===== config.mk =====
export PLATFORM = sky130hd
export DESIGN_NAME = pc_gen
export DESIGN_NICKNAME = d
export VERILOG_FILES = /design/src/rtl/pc_gen.sv
export SDC_FILE = /design/constraint.sdc
export NUM_CORES = 1
export LEC_CHECK = 0
export CAP_MARGIN = 20
export CORE_ASPECT_RATIO = 0.75
export CORE_UTILIZATION = 57
export CTS_CLUSTER_DIAMETER = 50
export DETAILED_ROUTE_END_ITERATION = 7
export PLACE_DENSITY = 0.86
export SLEW_MARGIN = 20
export SYNTH_ARGS = -nofsm -noshare
export SYNTH_HDL_FRONTEND = slang
export SYNTH_SLANG_ARGS = --single-unit

===== constraint.sdc =====
create_clock -name clk -period 7.46 [get_ports clk]
set_input_delay 1.119 -clock clk [delete_from_list [all_inputs] [get_ports clk]]
set_output_delay 1.119 -clock clk [all_outputs]
set_load 0.05 [all_outputs]

===== src/rtl/pc_gen.sv =====
// Fetch program counter with priority next-PC selection and a circular
// return-address stack that predicts targets for ret instructions.
module pc_gen #(
  parameter int              XLEN      = 32,
  parameter logic [XLEN-1:0] RESET_VEC = 32'h0000_0000,
  parameter int              RAS_DEPTH = 4,
  parameter int              INC       = 4
) (
  input  logic            clk,
  input  logic            rst,
  input  logic            stall,
  input  logic            PCsrc,
  input  logic [XLEN-1:0] ImmOp,
  input  logic            reg_jump,
  input  logic [XLEN-1:0] reg_addr,
  input  logic            trap,
  input  logic [XLEN-1:0] trap_vec,
  input  logic            is_call,
  input  logic            is_ret,
  output logic [XLEN-1:0] PC_out,
  output logic [XLEN-1:0] incPC,
  output logic            ras_valid,
  output logic [XLEN-1:0] ras_top,
  output logic            ras_mispredict
);

  localparam int PW = (RAS_DEPTH > 1) ? $clog2(RAS_DEPTH) : 1;
  localparam int CW = $clog2(RAS_DEPTH + 1);

  logic [XLEN-1:0] r_pc;
  logic [PW-1:0]   r_ptr;
  logic [CW-1:0]   r_count;
  logic [XLEN-1:0] r_ras [RAS_DEPTH];
  logic            r_mispredict;

  logic [XLEN-1:0] w_next_pc;
  logic [XLEN-1:0] w_branch_tgt;
  logic [XLEN-1:0] w_jalr_tgt;
  logic [PW-1:0]   w_top_idx;
  logic            w_accept;
  logic            w_wr_en;
  logic [PW-1:0]   w_wr_idx;
  logic [PW-1:0]   w_ptr_nxt;
  logic [CW-1:0]   w_count_nxt;
  logic            w_mis_nxt;

  // r_ptr names the next free slot, so the top of stack sits one below it.
  assign w_top_idx    = r_ptr - PW'(1);
  assign w_branch_tgt = r_pc + ImmOp;
  assign w_jalr_tgt   = reg_addr & ~XLEN'(1);
  assign w_accept     = ~stall & ~trap;

  assign PC_out         = r_pc;
  assign incPC          = r_pc + XLEN'(INC);
  assign ras_valid      = (r_count != CW'(0));
  assign ras_top        = ras_valid ? r_ras[w_top_idx] : XLEN'(0);
  assign ras_mispredict = r_mispredict;

  // Next-PC priority: trap, JALR, branch/JAL, stall hold, sequential.
  always_comb begin
    w_next_pc = incPC;
    if (trap) begin
      w_next_pc = trap_vec;
    end else if (PCsrc) begin
      if (reg_jump) begin
        w_next_pc = w_jalr_tgt;
      end else begin
        w_next_pc = w_branch_tgt;
      end
    end else if (stall) begin
      w_next_pc = r_pc;
    end else begin
      w_next_pc = incPC;
    end
  end

  // RAS push/pop/swap decode and mispredict detection.
  always_comb begin
    w_wr_en     = 1'b0;
    w_wr_idx    = r_ptr;
    w_ptr_nxt   = r_ptr;
    w_count_nxt = r_count;
    w_mis_nxt   = 1'b0;
    if (trap) begin
      w_ptr_nxt   = PW'(0);
      w_count_nxt = CW'(0);
    end else if (w_accept) begin
      w_mis_nxt = is_ret & PCsrc & reg_jump & ras_valid & (w_jalr_tgt != ras_top);
      case ({is_call, is_ret})
        2'b10: begin
          w_wr_en   = 1'b1;
          w_wr_idx  = r_ptr;
          w_ptr_nxt = r_ptr + PW'(1);
          if (r_count == CW'(RAS_DEPTH)) begin
            w_count_nxt = r_count;
          end else begin
            w_count_nxt = r_count + CW'(1);
          end
        end
        2'b01: begin
          if (ras_valid) begin
            w_ptr_nxt   = w_top_idx;
            w_count_nxt = r_count - CW'(1);
          end else begin
            w_ptr_nxt   = r_ptr;
            w_count_nxt = r_count;
          end
        end
        2'b11: begin
          // Coroutine swap: replace the top in place; on empty stack it is a push.
          w_wr_en = 1'b1;
          if (ras_valid) begin
            w_wr_idx = w_top_idx;
          end else begin
            w_wr_idx    = r_ptr;
            w_ptr_nxt   = r_ptr + PW'(1);
            w_count_nxt = r_count + CW'(1);
          end
        end
        default: begin
          w_wr_en = 1'b0;
        end
      endcase
    end else begin
      w_wr_en = 1'b0;
    end
  end

  // PC, RAS bookkeeping and mispredict pulse registers.
  always_ff @(posedge clk or negedge rst) begin
    if (!rst) begin
      r_pc         <= RESET_VEC;
      r_ptr        <= PW'(0);
      r_count      <= CW'(0);
      r_mispredict <= 1'b0;
    end else begin
      r_pc         <= w_next_pc;
      r_ptr        <= w_ptr_nxt;
      r_count      <= w_count_nxt;
      r_mispredict <= w_mis_nxt;
    end
  end

  // RAS entry storage.
  always_ff @(posedge clk or negedge rst) begin
    if (!rst) begin
      for (int i = 0; i < RAS_DEPTH; i++) begin
        r_ras[i] <= XLEN'(0);
      end
    end else if (w_wr_en) begin
      r_ras[w_wr_idx] <= incPC;
    end
  end

endmodule


==> metrics.cfg, run 1 <==
[run_status]
outcome = complete, no violations

[setup_path]
r2r_end = ras_mispredict
arrival_ps = 3970
r2r_slack_ps = 3730
required_ps = 6340
reg2regPathDepth = 9
r2r-start = r_count[1]
worst_setup_path_end_kind = primary output
worstPathMaxFanout = 12
critPathKind = register to primary output
crit_path_start_kind = register

[clock_network]
h-tree-depth = 4
clk_latency_ps = 440
clock-sinks = 166
root_buffer = clkbuf_16
cts_buffers = 17
cts_setup_buffers = 0
cts_tree = yes
cts_buffer_depth = 2
clkTransAtPathRegs_ps = 70
cts.repair.resized = 0
cts-hold-fix-buffers = 0

[power]
swShare_pct = 40.5
powerDensity_mw_per_mm2 = 276
internal_power_w = 0.00220
vdd_ir_drop_max_v = 0.000166
comb_power_share_pct = 39.4
p_leak_nw = 5.75
seqPwrFrac_pct = 36.0
power_switching_w = 0.00149
power_frac_clock_pct = 24.6

[routing]
wl_um = 35100
drtIter0Drc = 1253
drc = 0
vias = 10300
vias_per_cell = 6.46
detail_route.first_pass.iterations = 6
drtAntennaViolNets = 0
post_drt_wl_per_cell_um = 21.9

[synth]
avgSynthCellArea_um2 = 9.02
synth_area_mm2 = 0.0107
yosysWarnings = 0
syn_nets = 1323
seq_area_frac_synth_pct = 38.9
synth_top_area_share_pct = 38.9
syn_inst = 1185
synthArstFlopShare_pct = 100
synth-edff-count = 0
synth_ff_type = dfrtp_1
ys_ff_latch = 166
yosysTopAreaCell = dfrtp_1
synth_area_leaders = dfrtp_1, o21ai_0, nand2_1, mux4_2, xnor2_1
synthDistinctLibCells = 73

[place]
place_congestion = 0.990
dpl-instance-area_mm2 = 0.0128
place_hpwl_um = 25200
buffer_ports.inserted = 200

[final_layout]
final_cell_area_mm2 = 0.0134
drive_gt1_share_pct = 7.58
antennaDiodeCount = 0
final_cell_mix = clkdlybuf4s50_1, nand2_1, dfrtp_1, o21ai_0, inv_1
fillers = 1293
nets = 1483
regArea_mm2 = 0.00416
final_common_cell = clkdlybuf4s50_1
synthToLayoutAreaGrowth_pct = 25.3
multi_input_area_mm2 = 0.00602

[min_path]
min_path_cells = 2
hp-class = register to register
hold_end = r_ras[18]
hold_start = r_ras[18]

[timing]
slew_headroom_pct = 17.9
setup_viol = 0
max_freq_mhz = 197
min_period_over_period_pct = 68.2
max_slew.worst_pin.slew_ps = 1220
hold_viol = 0
rsz0062_at_grt = false
finalSetupTns_ps = 0
fin_skew_ps = 22.3
min_period_ps = 5080
drv_slew = 0

[grt]
overflow = 0
grt_usage_pct = 36.9
grt_pass1_wl_um = 54500
grt_max_degree = 95
antenna_found_initial = 0
grt_pass1_vias = 9808

[flow_run]
maxCapViolCount = 0

[die]
start_util_pct = 59.4
rows = 42
core_mm2 = 0.0180
io_pins = 202
fp.dieH_um = 121
die_w_um = 160
dieArea_mm2 = 0.0193

-- metal layers --
metal | vias to the layer above | global-route usage, % | wire (µm) | share of wire [%]
met5 | - | 0 | 0 | 0
met4 | 0 | 12.7 | 1190 | 3.4
met3 | 113 | 8.92 | 4120 | 12
met2 | 730 | 57.8 | 15700 | 45
met1 | 4928 | 50.4 | 14100 | 40
li1 | 4568 | - | - | -
-- through the flow --
stage	worst slack, ps	utilization (%)	hold WS (ps)	std cells	power, W
floorplan	3930	-	442	1185	0.00227
global placement	3110	71.1	455	1568	0.00271
detailed placement	2990	71.1	464	1568	0.00275
CTS	2520	74.5	479	1600	0.00367
global route	2300	74.5	505	1600	0.00386
finish	2380	74.5	474	1600	0.00369
-- area by class of cell --
cell class                      instances  share of cell area, %
Clock buffer                           18                   3.28
Clock inverter                         14                   1.16
Inverter                               61                   1.71
Multi-Input combinational cell        889                   45.0
Sequential cell                       166                   31.1
Tap cell                              242                   2.26
Timing Repair Buffer                  210                   15.5
-- registers in the layout (all words and copies together) (netlist names) --
| register | flops |
|---|---|
| ras_mispredict | 1 |
| r_count | 3 |
| r_ras | 128 |
| PC_out | 32 |
| r_ptr | 2 |
-- worst max-delay path, stage by stage (launching register included) --
cell and delay, ps:
dfrtp_1 620, ha_1 360, nand2_1 100, nor3_1 550
and3_1 360, nand3_1 120, xor2_1 600, inv_1 90
clkdlybuf4s50_1 720
-- power groups by stage --
stage | clock network, W | logic, W | registers, W
2_1_floorplan | 0 | 0.000919 | 0.00135
3_3_place_gp | 0 | 0.00140 | 0.00132
3_5_place_dp | 0 | 0.00142 | 0.00133
4_1_cts | 0.000908 | 0.00144 | 0.00132
5_1_grt | 0.000947 | 0.00156 | 0.00135
6_report | 0.000909 | 0.00145 | 0.00133
-- how the worst max path moves through the flow --
| stage | from | to | slack, ps |
|---|---|---|---|
| 6_report | PC_out[2] | incPC[24] | 2380 |
| 5_1_grt | PC_out[2] | incPC[24] | 2300 |
| 4_1_cts | PC_out[2] | incPC[24] | 2520 |
| 3_5_place_dp | PC_out[2] | incPC[24] | 2990 |
| 3_3_place_gp | PC_out[2] | incPC[24] | 3110 |
| 2_1_floorplan | PC_out[2] | incPC[31] | 3930 |
-- Yosys cell counts, types with 15 or more instances --
master / n
xnor2_1: 47
dfrtp_1: 166
mux4_2: 26
o21ai_1: 26
nand2_1: 167
inv_1: 59
ha_1: 32
nor3_1: 17
xor2_1: 35
a31oi_1: 20
a21oi_1: 47
and2_1: 30
and3_1: 19
clkbuf_1: 52
a22oi_1: 15
nand3_1: 24
o21ai_0: 139
nor2_1: 47
-- kinds of logic after synthesis --
logic type	after synthesis	share of synthesized area, %
muxes	54	8.27
DFF	166	38.9
xor gates and xnor gates	82	6.72
buffers and inverters	130	5.08
and+or+nand+nor	363	16.3
adders and majority gates	34	4.12
AOI/OAI and AO/OA	356	20.6
No activity file was read; power rests on OpenSTA's default activity.
==> run 2, diff against run 1 <==
- CORE_UTILIZATION: 57 -> 53
- PLACE_DENSITY: 0.86 -> 0.81
- clock period: 7.46 -> 5.1 ns (I/O delays scaled with it)
==> run 2 against run 1 <==
The run now ends with DRC left. Clock skew fell by 4.3 ps. Hold slack got worse by 43 ps. Critical path type unchanged. Total power increased by 48%. First-iteration DRC count is 8.1% lower. Sequential share of layout area fell by 0.31 points. Non-clock buffer count up 8. Sequential power rose by 45%. Critical path depth stayed put.
==> metrics.cfg, run 2 (same netlist as run 1, synthesis figures left out) <==
[run_status]
outcome = finished with violations  ; was complete, no violations
violations = DRC

[clock_network]
cts_tree = yes  ; unchanged
cts-hold-fix-buffers = 0  ; unchanged
cts_buffers = 17  ; unchanged
cts.repair.resized = 0  ; unchanged
clkTransAtPathRegs_ps = 70  ; about the same
cts_setup_buffers = 0  ; unchanged
clock-sinks = 166  ; unchanged
h-tree-depth = 4  ; unchanged
cts_buffer_depth = 2  ; unchanged
root_buffer = clkbuf_16  ; unchanged
clk_latency_ps = 430  ; was 440 ps

[timing]
max_slew.worst_pin.slew_ps = 985  ; was 1220 ps
min_period_over_period_pct = 91.3
hold_viol = 0  ; unchanged
slew_headroom_pct = 34.1  ; was 17.9%
setup_viol = 0  ; unchanged
fin_skew_ps = 18.0  ; was 22.3 ps
finalSetupTns_ps = 0  ; unchanged
setup_ws_ps = 446  ; was 2380 ps
max_freq_mhz = 215
min_period_ps = 4650
rsz0062_at_grt = false  ; unchanged
drv_slew = 0  ; unchanged

[routing]
detail_route.first_pass.iterations = 8  ; was 6
drc = 14  ; was 0
vias_per_cell = 6.29  ; was 6.46
vias = 10200  ; was 10300
wl_um = 34800  ; was 35100 µm
drtIter0Drc = 1151  ; was 1253
drtAntennaViolNets = 0  ; unchanged
post_drt_wl_per_cell_um = 21.5  ; was 21.9 µm

[place]
pre_cts_slack_ps = 983  ; was 2990 ps
dp_cells = 1587  ; was 1568
buffer_ports.inserted = 200  ; unchanged
place_congestion = 1.02  ; was 0.990
place_hpwl_um = 25700  ; was 25200 µm
dpl-instance-area_mm2 = 0.0129  ; was 0.0128 mm²

[final_layout]
synthToLayoutAreaGrowth_pct = 26.4  ; was 25.3%
largest_reg_flops = 128  ; unchanged
drive_gt1_share_pct = 8.06  ; was 7.58%
antennaDiodeCount = 0  ; unchanged
final_cell_area_mm2 = 0.0135  ; was 0.0134 mm²
fin_cells = 1618  ; was 1600
fillers = 1471  ; was 1293
nets = 1491  ; was 1483
final_common_cell = clkdlybuf4s50_1  ; unchanged
largest-register = r_ras  ; unchanged
final_cell_mix = clkdlybuf4s50_1, nand2_1, dfrtp_1, o21ai_0, inv_1  ; unchanged
regArea_mm2 = 0.00416  ; about the same
multi_input_area_mm2 = 0.00603  ; was 0.00602 mm²

[die]
core_mm2 = 0.0195  ; was 0.0180 mm²
fp.dieH_um = 125  ; was 121 µm
io_pins = 202  ; unchanged
dieArea_mm2 = 0.0207  ; was 0.0193 mm²
rows = 44  ; was 42
start_util_pct = 54.7  ; was 59.4%
die_w_um = 166  ; was 160 µm

[grt]
grt_usage_pct = 34.0  ; was 36.9%
grt_max_degree = 97  ; was 95
overflow = 0  ; unchanged
antenna_found_initial = 0  ; unchanged
grt_pass1_vias = 9745  ; was 9808
grt_pass1_wl_um = 54300  ; was 54500 µm

[setup_path]
arrival_ps = 3890  ; was 3970 ps
crit_buf_inv = 2  ; unchanged
crit_path_start_kind = register  ; unchanged
slowest_delay_ps = 720  ; about the same
crit_chain = ha_1, nand2_1, nor3_1, and4_1, nand3_1, xor2_1, inv_1, clkdlybuf4s50_1  ; was ha_1, nand2_1, nor3_1, and3_1, nand3_1, xor2_1, inv_1, clkdlybuf4s50_1
worstPathMaxFanout = 12  ; unchanged
critPathKind = register to primary output  ; unchanged
required_ps = 4340  ; was 6340 ps
worst_setup_path_end_kind = primary output  ; unchanged
path_delay_family = simple AND/OR/NAND/NOR gates  ; unchanged
slowest_stage = clkdlybuf4s50_1  ; unchanged

[power]
vdd_ir_drop_max_v = 0.000219  ; was 0.000166 V
power_frac_clock_pct = 25.4  ; was 24.6%
swShare_pct = 38.5  ; was 40.5%
internal_power_w = 0.00335  ; was 0.00220 W
comb_power_share_pct = 39.2  ; was 39.4%
power_switching_w = 0.00210  ; was 0.00149 W
p_leak_nw = 5.81  ; was 5.75 nW
powerDensity_mw_per_mm2 = 404  ; was 276 mW/mm²
seqPwrFrac_pct = 35.4  ; was 36.0%
power_w = 0.00546  ; was 0.00369 W

[min_path]
hp-class = primary input to asynchronous set/reset pin  ; was register to register

[flow_run]
maxCapViolCount = 0  ; unchanged

==> run 2: layer usage <==
metal	vias up	global-route usage (%)	routed length, µm
met5	-	0	0
met4	0	10.7	1040
met3	88	8.71	3940
met2	632	52.5	15400
met1	4864	47.2	14400
li1	4588	-	-
==> run 2: power by group through the flow <==
stage	combinational, W	sequential (W)	clock, W
floorplan	0.00134	0.00198	0
global placement	0.00205	0.00192	0
detailed placement	0.00210	0.00194	0
CTS	0.00212	0.00192	0.00139
global route	0.00230	0.00197	0.00144
finish	0.00214	0.00193	0.00138
==> run 2: layout make-up <==
type / count / share of cell area, %
clock buffers: 19 / 3.35
clock inverters: 12 / 1.31
inverters: 61 / 1.70
multi-input cells: 889 / 44.6
flip-flops and latches: 166 / 30.8
well taps: 253 / 2.34
repair buffers: 218 / 15.9
==> run 2: worst paths after layout <==
check | cells past startpoint | slack [ps] | startpoint | endpoint
setup / recovery | 8 | 450 | PC_out[2] | incPC[30]
hold / removal | 1 | 430 | rst | r_ras[8]
setup reg to reg | 8 | 1580 | r_count[1] | r_ras[1]
hold reg to reg | 2 | 480 | r_ras[18] | r_ras[18]
max in group asynchronous | 2 | 3610 | rst | r_ras[17]
min in group clk | 2 | 480 | r_ras[18] | r_ras[18]
==> run 2: per-stage QoR <==
step           hold slack (ps)  util [%]
2_1_floorplan              442         -
3_3_place_gp               457      65.9
3_5_place_dp               462      65.9
4_1_cts                    466      69.1
5_1_grt                    500      69.1
6_report                   430      69.1
